**src/rtl/if_fetch_unit.sv**
```systemverilog
// rtl/if_fetch_unit.sv - instruction-fetch front end: pc, imem req/ack port, stall hold, redirect drop
module if_fetch_unit #(
    parameter logic [31:0] RESET_PC = 32'h0000_0000,
    parameter logic [31:0] NOP      = 32'h0000_0000
) (
    input  logic        clk,
    input  logic        res,
    input  logic        stall,
    input  logic        redirect,
    input  logic [31:0] redirect_pc,
    output logic        imem_req,
    output logic [31:0] imem_addr,
    input  logic        imem_ack,
    input  logic [31:0] imem_rdata,
    output logic [31:0] pc_out,
    output logic [31:0] order_out
);

    typedef enum logic [1:0] {
        S_REQ  = 2'd0,
        S_HOLD = 2'd1,
        S_DROP = 2'd2
    } state_t;

    state_t      state_q, state_n;
    logic [31:0] pc_q, pc_n;
    logic [31:0] drop_addr_q, drop_addr_n;
    logic [31:0] hold_q, hold_n;
    logic [31:0] target;

    assign target = {redirect_pc[31:2], 2'b00};

    always_ff @(posedge clk or negedge res) begin
        if (!res) begin
            state_q     <= S_REQ;
            pc_q        <= RESET_PC;
            drop_addr_q <= 32'h0000_0000;
            hold_q      <= NOP;
        end else begin
            state_q     <= state_n;
            pc_q        <= pc_n;
            drop_addr_q <= drop_addr_n;
            hold_q      <= hold_n;
        end
    end

    always_comb begin
        state_n     = state_q;
        pc_n        = pc_q;
        drop_addr_n = drop_addr_q;
        hold_n      = hold_q;
        imem_req    = 1'b0;
        imem_addr   = pc_q;
        pc_out      = pc_q;
        order_out   = NOP;
        case (state_q)
            S_REQ: begin
                imem_req = 1'b1;
                if (redirect) begin
                    pc_n = target;
                    if (!imem_ack) begin
                        // the in-flight fetch must still complete before the new one issues
                        drop_addr_n = pc_q;
                        state_n     = S_DROP;
                    end
                end else if (imem_ack) begin
                    order_out = imem_rdata;
                    if (stall) begin
                        hold_n  = imem_rdata;
                        state_n = S_HOLD;
                    end else begin
                        pc_n = pc_q + 32'd4;
                    end
                end
            end
            S_HOLD: begin
                order_out = hold_q;
                if (redirect) begin
                    pc_n    = target;
                    state_n = S_REQ;
                end else if (!stall) begin
                    pc_n    = pc_q + 32'd4;
                    state_n = S_REQ;
                end
            end
            S_DROP: begin
                imem_req  = 1'b1;
                imem_addr = drop_addr_q;
                if (redirect) begin
                    pc_n = target;
                end
                if (imem_ack) begin
                    state_n = S_REQ;
                end
            end
            default: begin
                state_n = S_REQ;
            end
        endcase
        // registers are already forced by the async reset; only the request and data path need gating
        if (!res) begin
            imem_req  = 1'b0;
            order_out = NOP;
        end
    end

endmodule

```
**config.mk**
```make
export PLATFORM = sky130hd
export DESIGN_NAME = if_fetch_unit
export DESIGN_NICKNAME = d
export VERILOG_FILES = /design/src/rtl/if_fetch_unit.sv
export SDC_FILE = /design/constraint.sdc
export NUM_CORES = 1
export LEC_CHECK = 0
export BUFFER_PORTS_ARGS = -buffer_cell sky130_fd_sc_hd__buf_4
export CAP_MARGIN = 10
export CORE_UTILIZATION = 38
export DETAILED_ROUTE_END_ITERATION = 12
export PLACE_DENSITY_LB_ADDON = 0.15
export SYNTH_ARGS = -nofsm -noshare
export SYNTH_HDL_FRONTEND = slang
export SYNTH_SLANG_ARGS = --single-unit
export TNS_END_PERCENT = 30
```
**constraint.sdc**
```tcl
create_clock -name clk -period 2.5 [get_ports clk]
set_input_delay 0.375 -clock clk [delete_from_list [all_inputs] [get_ports clk]]
set_output_delay 0.375 -clock clk [all_outputs]
set_load 0.01 [all_outputs]
```
Word level (Yosys, flattened, before mapping):

Cells that the tools add are included.

* bits in registers: 98
* latch bits: 0
* RAM bits: 0
* ROM bits: 0
* input bits: 69
* output and inout port bits: 97
* word-level logic and storage cells: 43
* memories: 0

* $add $sub $neg: 1
* multipliers: 0
* divide/modulo/power cells: 0
* magnitude comparators: 0
* eq/ne operators: 8
* shift operators: 0
* mux-type cells: 21
* bitwise gates (word level): 2
* reduce and logical (&&, ||, !) cells: 7

Operators with widths (number)
* 32-bit two-way mux: 9
* 32-bit one-hot mux with 3 select lines: 1
* 32-bit one-hot mux with 2 select lines: 1
* 32-bit by 3-bit adder with 32-bit output (second input constant): 1
* 2-bit two-way mux: 7
* 3-bit != test (second input constant): 4
* 2-bit one-hot mux with 3 select lines: 1
* 3-bit AND reduction: 2
* 5-bit AND reduction: 1
* 2-bit != test (second input constant): 2
* 4-bit AND reduction: 1
* 3-bit nonzero test: 1
* 2-bit by 1-bit == test with 1-bit output (second input constant): 1
* 2-bit == test (second input constant): 1
* 2-bit logical NOT: 1
* 1-bit two-way mux: 2
* 1-bit NOT: 2
* 2-bit OR reduction: 1

Longest topological paths before layout:

* depth after elaboration: 5
* mapped depth: 9
* gate-level depth less buffers: 6

Worst setup path after synthesis:

No wires, ideal clock.

* path type: input to output
* from: input port redirect
* to: output port order_out[10]
* data arrival time: 1.566 ns
* data required time: 2.125 ns
* slack: 0.559 ns
* stages: 5
* path buffers: 2
* cells stage by stage: clkbuf_1 > nor4b_2 > clkbuf_1 > a22oi_1 > nor2_1

* word-level cells in the longest chain between the ends: 3

Ends and longest elaborated chain
* from (decl): line 9 `input logic redirect,`
* 32-bit two-way mux: line 59 `if (redirect) begin`
* 32-bit one-hot mux with 2 select lines: line 56 `case (state_q)`
* 32-bit two-way mux: line 101 `if (!res) begin`
* to (decl): line 16 `output logic [31:0] order_out`

Every way passes these cells.

Worst setup path after layout:

* from: register state_q[1]
* to: output port order_out[7]

* word-level cells in the longest chain between the ends: 3
* elaborated cells between the ends (all ways): 4
* classes of those cells: eq/ne (1); mux (2); reduce/logical (1)

Ends and longest elaborated chain
* from (decl): line 25 `state_t state_q, state_n;`
* from (signal assigned): line 40 `state_q <= state_n;`
* 2-bit by 1-bit == test with 1-bit output or 2-bit logical NOT (tied branches): line 56
* 32-bit one-hot mux with 2 select lines *: line 56
* 32-bit two-way mux *: line 101

Mark *: on every way between the ends. The rest lies on a longest branch, timed or not.

==> results.toml <==
[synthesis]
synth-adder-area-share = 0.00240
synth_top_family_by_area = "multiplexers"
netlist_area_um2 = 5220
yosys_register_bits = 94
synthSimpleGateAreaFrac = 0.161
synth_cell_type_count = 56
synth_warnings = 0
avgSynthCellArea_um2 = 10.2
synth_cells = 512
yosysSeqAreaShare = 0.451
ys_top_cells_by_area = "dfrtp_1 (45%), mux2_2 (20%), a22oi_1 (4.6%)"
muxShareOfSynthArea = 0.200
synth_compound_area_frac = 0.139
yosys.area.top_type_share = 0.451
synth_xor_area_frac = 0
synthFlopType = "dfrtp_1"
yosys.area.top_type = "dfrtp_1"
synth_edf_count = 0
async_flop_share = 1.00

[placed_design]
place_inst = 821
dp_hpwl_um = 9950
numPortBuffers = 159
gp_congestion = 0.803

[sta]
fin_crit_sh = 0.946
slew_headroom = 0.455
setup_viol = 0
tightest_slew_ns = 0.817
skew_ns = 0.00829
tns_ns = 0
final_hold_viol_count = 0
drv_slew = 0
rsz0062_at_grt = "no"
max_freq_mhz = 423
min_period_ns = 2.37

[cells_and_area]
antenna_cells = 0
multi_input_area_um2 = 2690
final_cells = 837
syn_to_final_growth_pct = 32.9
layout_commonest_cell = "buf_4"
regArea_um2 = 2350
layout_common_cells = "buf_4 (181), dfrtp_1 (94), mux2_2 (92)"
fin_nets = 726
fillers = 1248
final_layout_size_suffix_gt1_frac = 0.452

[power]
p_leak_nw = 3.00
power_mw = 5.03
p_per_area_nw_per_um2 = 724
irDropWorstVdd_mv = 0.469

[floorplanning]
dieArea_um2 = 14200
num_rows = 42
fp.dieH_um = 119
core_um2 = 13300
io_pins = 166
initial_core_util = 0.391
die_w_um = 119

[routing]
drtAntennaViolNets = 0
vias = 4565
drt_iter0_markers = 216
drc = 0
dr.pass1.iters = 4
avgRoutedWirePerCell_um = 16.8
via_per_inst = 5.45
wirelength_um = 14000

[global_routing]
grt_pass1_vias = 4367
grt-ovfl-total = 0
grt_use_total = 0.202
grt_max_degree = 61
grt_pass1_wl_um = 22500
antenna_found_initial = 0

[setup_path]
path_class = "flip-flop to output port"
critPathMaxFanout = 33
worstSetupStartpointType = "flip-flop"
r2r-end = "pc_out[27]$_DFFE_PN0P_"
required_ns = 2.12
crit_path_end_kind = "output port"
reg2regPathDepth = 5
rrSetupSlack_ns = 0.34
cp.arrival_ns = 1.99
rr_startpoint = "pc_out[7]$_DFFE_PN0P_"

[clock_tree]
cts-resized-gates = 0
cts_tree = "yes"
ctsHoldBuffers = 0
cts-buffers-inserted = 9
cts.root.buffer_cell = "clkbuf_16"
cts_sinks = 94
clockBufferDepth = 2
clkTransAtPathRegs_ns = 0.06
insertion_delay_ns = 0.35
post_cts_buffers = 0
cts_max_level = 3

[flow_run]
drv_cap = 0

[hold_path]
hold_path_class = "input port to async pin"

[status]
outcome = "finished clean"
-- metal layers --
layer  track usage  wire (um)  up-vias
met2         0.327       6730      152
met3        0.0608        959        8
met5             0          0        -
met4        0.0491        112        0
li1              -          -     2182
met1         0.261       6240     2223
-- worst max-delay path, stage by stage, from the launching register on --
cell     delay, ns
dfrtp_1       0.41
buf_4         0.19
nor4b_4       0.25
buf_4         0.38
a22oi_1       0.11
nor2_1        0.15
buf_4         0.14
-- kinds of logic (layout without fill, tap and decap cells) --
group,Yosys count,after routing
and+or+nand+nor,163,163
AOI/OAI and AO/OA,108,108
DFF,94,94
muxes,93,93
buffers and inverters,52,198
adders and majority gates,1,1
other,1,4
-- state kept, by name, indices dropped and copies added, names as in the netlist --
| register | count |
|---|---|
| drop_addr_q | 30 |
| hold_q | 32 |
| state_q | 2 |
| pc_out | 30 |
-- cell usage after synthesis, types with 2 or more instances --
cell / number
nand2_1: 32
a22oi_1: 32
nor2_1: 48
o21ai_0: 16
dfrtp_1: 94
o32ai_1: 2
a31oi_1: 2
or4_1: 5
o22a_1: 6
o22ai_1: 3
mux2_2: 92
nor3_1: 15
o31ai_1: 2
nor4_1: 2
clkbuf_1: 24
nand4_1: 12
nand3_1: 20
buf_4: 5
buf_1: 8
clkbuf_2: 2
buf_2: 12
a21oi_1: 28
and4_1: 6
and2_1: 2
and3_1: 6
nor2b_1: 3
o211ai_1: 3
nand3b_1: 2
-- final cells by class --
cell class / count / area share
Clock buffer: 12 / 0.0370
Multi-Input combinational cell: 369 / 0.387
Timing Repair Buffer: 182 / 0.199
Sequential cell: 94 / 0.339
Tap cell: 176 / 0.0317
Clock inverter: 4 / 0.00649
-- stage by stage --
stage | hold slack (ns) | setup WS (ns) | utilization | area [um2]
2_1_floorplan | 0.0794 | 0.559 | - | 5230
3_5_place_dp | 0.475 | 0.356 | 0.497 | 6640
3_3_place_gp | 0.484 | 0.356 | 0.497 | 6640
5_1_grt | 0.111 | 0.0356 | 0.520 | 6940
4_1_cts | 0.0923 | 0.122 | 0.520 | 6940
6_report | 0.0817 | 0.134 | 0.520 | 6940
-- how the worst max path moves through the flow --
| stage | from | end | slack [ns] |
|---|---|---|---|
| final | state_q[1]$_DFFE_PN0P_ | order_out[7] | 0.13 |
| after global routing | state_q[1]$_DFFE_PN0P_ | order_out[14] | 0.04 |
| after CTS | state_q[1]$_DFFE_PN0P_ | order_out[7] | 0.12 |
| after detailed placement | imem_ack | pc_out[20]$_DFFE_PN0P_ | 0.36 |
| after global placement | imem_ack | pc_out[20]$_DFFE_PN0P_ | 0.36 |
| after floorplan | redirect | order_out[10] | 0.56 |
-- where the power goes --
group          switching, mW  leakage, nW  internal, mW
Sequential             0.292         1.10          1.89
Clock                  0.567        0.152         0.825
Combinational          0.636         1.74         0.815
Power figures use the tool's default switching activity.
